File: src/rtl/ssem_timing_if.sv
// Timing-generator bundle: run/step requests in, dash/dot/beat timing and
// P-pulse sequencer state out. The generator drives through the master modport.
interface ssem_timing_if #(
    parameter int DOT_DIV  = 4,
    parameter int BEAT_DIV = 6,
    parameter int N_STAGES = 4
);
    localparam int DASH_W = (DOT_DIV > 1) ? $clog2(DOT_DIV) : 1;
    localparam int DOT_W  = (BEAT_DIV > 1) ? $clog2(BEAT_DIV) : 1;

    logic                run;
    logic                step;
    logic [DASH_W-1:0]   dash_cnt;
    logic [DOT_W-1:0]    dot_cnt;
    logic                dot;
    logic                dot_tick;
    logic                beat_tick;
    logic                bo;
    logic [N_STAGES-1:0] ps;
    logic                r_out;
    logic                busy;

    modport master (
        input  run, step,
        output dash_cnt, dot_cnt, dot, dot_tick, beat_tick, bo, ps, r_out, busy
    );

    modport slave (
        output run, step,
        input  dash_cnt, dot_cnt, dot, dot_tick, beat_tick, bo, ps, r_out, busy
    );
endinterface

File: src/rtl/ssem_timing_gen.sv
// Master timing generator: dash->dot->beat counters, blackout window and an
// N-stage one-hot P-pulse sequencer with single-step and continuous run.
module ssem_timing_gen #(
    parameter int DOT_DIV  = 4,
    parameter int BEAT_DIV = 6,
    parameter int N_STAGES = 4,
    parameter int BO_DOTS  = 1
) (
    input  logic          clk,
    input  logic          reset,
    ssem_timing_if.master tif
);
    localparam int DASH_W = (DOT_DIV > 1) ? $clog2(DOT_DIV) : 1;
    localparam int DOT_W  = (BEAT_DIV > 1) ? $clog2(BEAT_DIV) : 1;
    localparam int STG_W  = (N_STAGES > 1) ? $clog2(N_STAGES) : 1;

    localparam logic [DASH_W-1:0] DASH_LAST = DASH_W'(DOT_DIV - 1);
    localparam logic [DASH_W-1:0] DASH_HALF = DASH_W'(DOT_DIV / 2);
    localparam logic [DOT_W-1:0]  DOT_LAST  = DOT_W'(BEAT_DIV - 1);
    localparam logic [DOT_W-1:0]  BO_FIRST  = DOT_W'(BEAT_DIV - BO_DOTS);
    localparam logic [STG_W-1:0]  STG_LAST  = STG_W'(N_STAGES - 1);

    localparam logic [0:0] ST_IDLE = 1'b0;
    localparam logic [0:0] ST_SEQ  = 1'b1;

    logic [DASH_W-1:0]   dash_q;
    logic [DOT_W-1:0]    dot_q;
    logic                dot_tick;
    logic                beat_tick;

    logic [0:0]          state_q, state_d;
    logic [STG_W-1:0]    stg_q, stg_d;
    logic [N_STAGES-1:0] ps_q, ps_d;
    logic                busy_q, busy_d;
    logic                r_out_q, r_out_d;
    logic                pend_q, pend_d;
    logic                req;
    logic                start_seq;

    assign dot_tick  = (dash_q == DASH_LAST);
    assign beat_tick = dot_tick & (dot_q == DOT_LAST);
    assign req       = tif.run | tif.step | pend_q;

    // Counter stage: dashes roll into dots, dots roll into beats
    always_ff @(posedge clk) begin
        if (reset) begin
            dash_q <= '0;
            dot_q  <= '0;
        end else begin
            dash_q <= dot_tick ? '0 : dash_q + DASH_W'(1);
            if (dot_tick)
                dot_q <= (dot_q == DOT_LAST) ? '0 : dot_q + DOT_W'(1);
        end
    end

    // Sequencer next state; every transition is gated by beat_tick
    always_comb begin
        state_d   = state_q;
        stg_d     = stg_q;
        ps_d      = ps_q;
        busy_d    = busy_q;
        r_out_d   = 1'b0;
        start_seq = 1'b0;
        if (beat_tick) begin
            case (state_q)
                ST_IDLE: start_seq = req;
                ST_SEQ: begin
                    if (stg_q != STG_LAST) begin
                        stg_d = stg_q + STG_W'(1);
                        ps_d  = ps_q << 1;
                    end else begin
                        r_out_d = 1'b1;
                        if (req) begin
                            start_seq = 1'b1;
                        end else begin
                            state_d = ST_IDLE;
                            ps_d    = '0;
                            busy_d  = 1'b0;
                        end
                    end
                end
                default: begin
                    state_d = ST_IDLE;
                    ps_d    = '0;
                    busy_d  = 1'b0;
                end
            endcase
        end
        if (start_seq) begin
            state_d = ST_SEQ;
            stg_d   = '0;
            ps_d    = N_STAGES'(1);
            busy_d  = 1'b1;
        end
        // A step consumed by the starting sequence must not also stay pending
        pend_d = start_seq ? 1'b0 : (pend_q | tif.step);
    end

    // Sequencer register stage
    always_ff @(posedge clk) begin
        if (reset) begin
            state_q <= ST_IDLE;
            stg_q   <= '0;
            ps_q    <= '0;
            busy_q  <= 1'b0;
            r_out_q <= 1'b0;
            pend_q  <= 1'b0;
        end else begin
            state_q <= state_d;
            stg_q   <= stg_d;
            ps_q    <= ps_d;
            busy_q  <= busy_d;
            r_out_q <= r_out_d;
            pend_q  <= pend_d;
        end
    end

    assign tif.dash_cnt  = dash_q;
    assign tif.dot_cnt   = dot_q;
    assign tif.dot       = (dash_q < DASH_HALF);
    assign tif.dot_tick  = dot_tick;
    assign tif.beat_tick = beat_tick;
    assign tif.bo        = (dot_q >= BO_FIRST);
    assign tif.ps        = ps_q;
    assign tif.r_out     = r_out_q;
    assign tif.busy      = busy_q;
endmodule

File: src/flat_wrapper.sv
// flat-port wrapper written by rule: the top's interface ports become plain ports
module ssem_timing_gen_flat 
#(
    parameter int DOT_DIV  = 4,
    parameter int BEAT_DIV = 6,
    parameter int N_STAGES = 4,
    parameter int BO_DOTS  = 1
)
  (clk, reset, tif_run, tif_step, tif_dash_cnt, tif_dot_cnt, tif_dot, tif_dot_tick, tif_beat_tick, tif_bo, tif_ps, tif_r_out, tif_busy);
  ssem_timing_if #(.DOT_DIV(DOT_DIV), .BEAT_DIV(BEAT_DIV), .N_STAGES(N_STAGES)) tif_i ();
  input  logic clk;
  input  logic reset;
  input wire logic [$bits(tif_i.run)-1:0] tif_run;
  input wire logic [$bits(tif_i.step)-1:0] tif_step;
  output wire logic [$bits(tif_i.dash_cnt)-1:0] tif_dash_cnt;
  output wire logic [$bits(tif_i.dot_cnt)-1:0] tif_dot_cnt;
  output wire logic [$bits(tif_i.dot)-1:0] tif_dot;
  output wire logic [$bits(tif_i.dot_tick)-1:0] tif_dot_tick;
  output wire logic [$bits(tif_i.beat_tick)-1:0] tif_beat_tick;
  output wire logic [$bits(tif_i.bo)-1:0] tif_bo;
  output wire logic [$bits(tif_i.ps)-1:0] tif_ps;
  output wire logic [$bits(tif_i.r_out)-1:0] tif_r_out;
  output wire logic [$bits(tif_i.busy)-1:0] tif_busy;
  assign tif_i.run = tif_run;
  assign tif_i.step = tif_step;
  assign tif_dash_cnt = tif_i.dash_cnt;
  assign tif_dot_cnt = tif_i.dot_cnt;
  assign tif_dot = tif_i.dot;
  assign tif_dot_tick = tif_i.dot_tick;
  assign tif_beat_tick = tif_i.beat_tick;
  assign tif_bo = tif_i.bo;
  assign tif_ps = tif_i.ps;
  assign tif_r_out = tif_i.r_out;
  assign tif_busy = tif_i.busy;
  ssem_timing_gen #(.DOT_DIV(DOT_DIV), .BEAT_DIV(BEAT_DIV), .N_STAGES(N_STAGES), .BO_DOTS(BO_DOTS)) u_core (.clk(clk), .reset(reset), .tif(tif_i));
endmodule
File: config.mk
export PLATFORM = sky130hd
export DESIGN_NAME = ssem_timing_gen_flat
export DESIGN_NICKNAME = d
export VERILOG_FILES = /design/src/rtl/ssem_timing_if.sv /design/src/rtl/ssem_timing_gen.sv /design/src/flat_wrapper.sv
export SDC_FILE = /design/constraint.sdc
export NUM_CORES = 1
export LEC_CHECK = 0
export CAP_MARGIN = 20
export CORE_AREA = 10 10 49 51
export CTS_CLUSTER_DIAMETER = 200
export DETAILED_ROUTE_END_ITERATION = 12
export DIE_AREA = 0 0 59 61
export PLACE_DENSITY = 0.88
export SLEW_MARGIN = 10
export SYNTH_ARGS = -nofsm -noshare
export SYNTH_HDL_FRONTEND = slang
export SYNTH_SLANG_ARGS = --single-unit
File: constraint.sdc
create_clock -name clk -period 2.4 [get_ports clk]
set_clock_uncertainty 0.1 [all_clocks]
set_input_delay 0.24 -clock clk [delete_from_list [all_inputs] [get_ports clk]]
set_output_delay 0.24 -clock clk [all_outputs]
set_load 0.005 [all_outputs]
== Word-level counts from Yosys, hierarchy flattened ==
Cells that the tools add are included.

* Reduce and logical (&&, ||, !) cells: 9
* Magnitude comparators: 2
* Add/sub/neg operators: 3
* Bitwise operators: 6
* Equality and inequality tests: 7
* Muxes and demuxes: 20

{| class="wikitable"
|+ Operators with widths
! operator !! count
|-
| 1-bit two-way mux || 16
|-
| 3-bit AND reduction || 3
|-
| 4-bit two-way mux || 2
|-
| 2-bit inequality test, second input constant || 3
|-
| 2-bit by 1-bit adder with 2-bit output, second input constant || 2
|-
| 4-bit AND reduction || 1
|-
| 2-bit nonzero test || 2
|-
| 2-bit OR reduction || 2
|-
| 3-bit by 1-bit adder with 3-bit output, second input constant || 1
|-
| 3-bit equality test, second input constant || 1
|-
| 3-bit greater-or-equal comparator, second input constant || 1
|-
| 3-bit two-way mux || 1
|-
| 3-bit inequality test, second input constant || 1
|-
| 1-bit bitwise OR || 3
|-
| 3-bit OR reduction || 1
|-
| 2-bit equality test, second input constant || 1
|-
| 2-bit less-than comparator, second input constant || 1
|-
| 2-bit by 1-bit inequality test with 1-bit output, second input constant || 1
|-
| 1-bit inverter || 2
|-
| 1-bit one-hot mux with 2 select lines || 1
|-
| 1-bit AND || 1
|}

* Output and inout port bits: 15
* Flip-flop bits (word level): 15

== Logic depth before layout (Yosys ltp) ==
* Depth in word-level cells: 8
* Depth in mapped cells: 6

== Worst setup path after synthesis ==
OpenSTA, ideal clock, no wires.

* Kind: register to register
* From: register u_core.dash_q[0], in the netlist u_core.tif.dash_cnt[0]
* To: register u_core.stg_q[0]
* Required time: 2.234 ns
* Path buffers: 0
* Library setup time: 0.066 ns
* Cell stages (with the launch flop): 5
* Data arrival time: 1.366 ns
* Period minus slack after synthesis: 1.532 ns
* Setup slack: 0.868 ns
* Path through: dfxtp_1 -> ha_1 -> nand4b_4 -> or3_1 -> a21oi_2

* Word-level cells in the longest chain between the ends: 4
* Elaborated cells on any way between the ends: 5

{| class="wikitable"
|+ RTL lines
! what !! RTL line !! RTL
|-
| start, declared || ssem_timing_gen.sv:26 || <nowiki>logic [DASH_W-1:0] dash_q;</nowiki>
|-
| start signal, assigned || ssem_timing_gen.sv:50 || <nowiki>dash_q <= dot_tick ? '0 : dash_q + DASH_W'(1);</nowiki>
|-
| 2-bit equality test (*) || ssem_timing_gen.sv:40 || <nowiki>assign dot_tick = (dash_q == DASH_LAST);</nowiki>
|-
| named net tif_dot_tick || flat_wrapper.sv:18 || <nowiki>output wire logic [$bits(tif_i.dot_tick)-1:0] tif_dot_tick;</nowiki>
|-
| 1-bit AND (*) || ssem_timing_gen.sv:41 || <nowiki>assign beat_tick = dot_tick & (dot_q == DOT_LAST);</nowiki>
|-
| 1-bit two-way mux || ssem_timing_gen.sv:64 || <nowiki>if (beat_tick) begin</nowiki>
|-
| 2-bit OR reduction (no line) || -- ||
|-
| end signal, assigned || ssem_timing_gen.sv:110 || <nowiki>stg_q <= stg_d;</nowiki>
|-
| end, declared || ssem_timing_gen.sv:32 || <nowiki>logic [STG_W-1:0] stg_q, stg_d;</nowiki>
|}

The timed path passes the listed nets; every way through them passes the cells marked *.
A chain may end at the register's enable or synchronous reset.

== Final worst setup path ==
* From: register u_core.dash_q[0], in the netlist u_core.tif.dash_cnt[0]
* To: output port tif_beat_tick

* Word-level cells in the longest chain between the ends: 2

{| class="wikitable"
|+ RTL lines
! what !! RTL line !! RTL
|-
| 2-bit equality test || ssem_timing_gen.sv:40 ||
|-
| 1-bit AND || ssem_timing_gen.sv:41 ||
|-
| end, declared || flat_wrapper.sv:19 || <nowiki>output wire logic [$bits(tif_i.beat_tick)-1:0] tif_beat_tick;</nowiki>
|}

No other way between the ends.

==> results <==
-- worst paths after layout --
path / slack (ns) / endpoint / startpoint / cells past startpoint
setup / recovery: 0.22 / tif_beat_tick / u_core.tif.dash_cnt[0] / 4
hold / removal: 0.37 / u_core.tif.dash_cnt[0] / u_core.tif.dash_cnt[0] / 1
setup reg to reg: 0.85 / u_core.tif.ps[0] / u_core.tif.dash_cnt[0] / 5
hold reg to reg: 0.37 / u_core.tif.dash_cnt[0] / u_core.tif.dash_cnt[0] / 1
-- metrics by stage --
stage,util (%),std cells,worst slack (ns)
after detailed placement,59.8,102,0.445
after global routing,61.7,106,0.0706
after CTS,61.6,106,0.110
after global placement,59.8,102,0.502
final,61.7,106,0.216
after floorplan,-,71,0.868
-- power groups by stage --
stage / Clock (W) / Sequential (W) / Combinational (W)
final: 0.000145 / 0.000263 / 0.0000499
after floorplan: 0 / 0.000269 / 0.0000208
after global placement: 0 / 0.000268 / 0.0000488
after detailed placement: 0 / 0.000269 / 0.0000501
after global routing: 0.000160 / 0.000265 / 0.0000553
after CTS: 0.000152 / 0.000263 / 0.0000505
-- routing by layer --
layer / global-route usage, % / up-vias
li1: - / 299
met1: 8.45 / 266
met2: 15.0 / 19
met3: 7.93 / 5
met4: 3.93 / 0
met5: 0 / -
-- area by class of cell --
type                       count  area, um2  area share, %
clock buffer                   4       26.3           2.89
inverter                       3       12.5           1.38
multi-input combinational     50        369           40.6
sequential                    15        300           33.1
tap                           16       20.0           2.20
timing repair buffer          18        180           19.8
-- critical path, delay by kind of cell, from the launching register on --
family / cells / cell delay, ns
adders and majority gates: 1 / 0.28
and+or+nand+nor: 1 / 0.19
DFF: 1 / 0.37
buffers and inverters: 2 / 0.71
-- sequential cells by signal, summed over array words and instances, names as in the netlist --
signal               count
u_core.stg_q             2
u_core.state_q           1
u_core.tif.dash_cnt      2
u_core.tif.busy          1
u_core.tif.r_out         1
u_core.tif.dot_cnt       3
u_core.tif.ps            4
u_core.pend_q            1
-- Yosys cell counts --
cell type	n	area, um2
buf_6	1	11.3
and3b_2	1	10.0
nor3b_1	1	7.51
a21o_1	1	7.51
buf_2	1	5.00
nor2_1	4	15.0
o21ai_0	2	10.0
inv_1	2	7.51
dfxtp_1	15	300
nand2b_1	1	6.26
a21oi_2	6	52.6
nand2_1	5	18.8
o31ai_1	3	22.5
nor4b_1	1	8.76
or3_1	2	12.5
o31a_1	1	8.76
nand3b_1	1	7.51
nor2b_1	1	6.26
xnor2_1	1	8.76
nand3_1	4	20.0
buf_1	1	3.75
a21oi_1	3	15.0
mux2i_1	1	10.0
nor4_2	1	12.5
ha_1	2	25.0
a31o_4	1	17.5
o311ai_0	1	8.76
nand4b_4	1	23.8
nor3_1	3	15.0
clkinv_2	1	5.00
nand4b_1	1	8.76
o21a_1	1	7.51
-- kinds of logic after synthesis --
group	count (synthesis)	synth area share [%]
AO/OA/AOI/OAI	19	21.5
adder cells (fa/ha/maj)	2	3.58
XOR/XNOR	1	1.25
AND/OR/NAND/NOR	27	24.7
buffers and inverters	6	4.65
multiplexers	1	1.43
flip-flops	15	42.9
-- timing repair --
item	in CTS	in global routing
hold endpoints to repair	0	0
endpoints found under the setup margin	0	1
hold buffers	0	0
gates resized for setup	0	1
==> flow_summary.json <==
{
  "power.internal_w": 0.000351,
  "vdd_drop_max_uv": 347,
  "p_seq_share_pct": 57.5,
  "antenna_found_initial": 0,
  "cts.sinks": 15,
  "die_x_um": 59,
  "core-area_um2": 1470,
  "power.share.clock_pct": 31.6,
  "highest_layer": "met4",
  "ant_nets": 0,
  "cp_max_fo": 11,
  "power_switching_w": 0.000108,
  "drt-met1-wl_um": 630,
  "numCtsBuffers": 3,
  "clk_pin_slew_worst_paths_ns": 0.08,
  "p_sw_share_pct": 23.5,
  "whs_ns": 0.373,
  "wl_met2_um": 669,
  "worst_slew_pin_slew_ns": 0.426,
  "synth_fp_nets": 77,
  "layout_commonest_cell": "clkdlybuf4s50_1",
  "worstSkewPairLatency_ns": 0.29,
  "synth.distinct_cells": 32,
  "status": "completed",
  "cap_viol_max_count": 0,
  "start_util_pct": 47.5,
  "vias": 589,
  "fillCellCount": 134,
  "grt_pass1_vias": 582,
  "crit_arrival_ns": 1.84,
  "synthesis.area_um2": 699,
  "io_buffers": 18,
  "wl_met3_um": 214,
  "critPathKind": "reg -> out",
  "cellLeakagePower_nw": 0.329,
  "grt_pass1_wl_um": 2590,
  "dieArea_um2": 3600,
  "n_antenna_cell": 0,
  "hold_path_class": "reg -> reg",
  "grt_usage_pct": 9.36,
  "slew_violations": 0,
  "root_buffer": "clkbuf_4",
  "grt_max_degree": 13,
  "slowest_stage": "clkdlybuf4s50_1",
  "setup-violations-final": 0,
  "layout.nets": 97,
  "startpoint_type": "register",
  "setup-tns-final_ns": 0,
  "placed_cell_area_um2": 880,
  "end_kind": "primary output",
  "dieHeight_um": 61,
  "cts_tree": "built",
  "crit_required_ns": 2.06,
  "power_w": 0.000458,
  "cp_cell_sequence": "ha_2, nand4b_4, clkinv_2, clkdlybuf4s50_1",
  "maxSlewHeadroom_pct": 71.5,
  "wirelength_um": 1540,
  "slowest_delay_ns": 0.53,
  "syn_inst": 71,
  "h-tree-depth": 1,
  "synth_seq_area_share_pct": 42.9,
  "dr.pass1.iters": 4,
  "ys_seq_elements": 15,
  "period_share_pct": 91.0,
  "syn-mean-instance-area_um2": 9.85,
  "rsz0062_at_grt": "false",
  "row_count": 14,
  "area_growth_pct": 29.9,
  "period_needed_ns": 2.18,
  "final_cell_mix": "clkdlybuf4s50_1, dfxtp_1, a21oi_2",
  "wl_per_cell_um": 14.5,
  "place_congestion": 0.782,
  "drtIter0Drc": 10,
  "power_frac_comb_pct": 10.9,
  "drive_above_1_share_pct": 16.7,
  "clk_path_buf_depth": 2,
  "post_cts_buffers": 0,
  "yosys_warnings": 0,
  "io_pins": 19,
  "via_per_inst": 5.56,
  "design_area_um2": 908,
  "p_per_area_nw_per_um2": 505,
  "hpwl_um": 1140,
  "grt-ovfl-total": 0,
  "fmax_ghz": 0.458,
  "final_hold_viol_count": 0,
  "remaining_drc_errors": 0
}
Power figures use the tool's default switching activity.
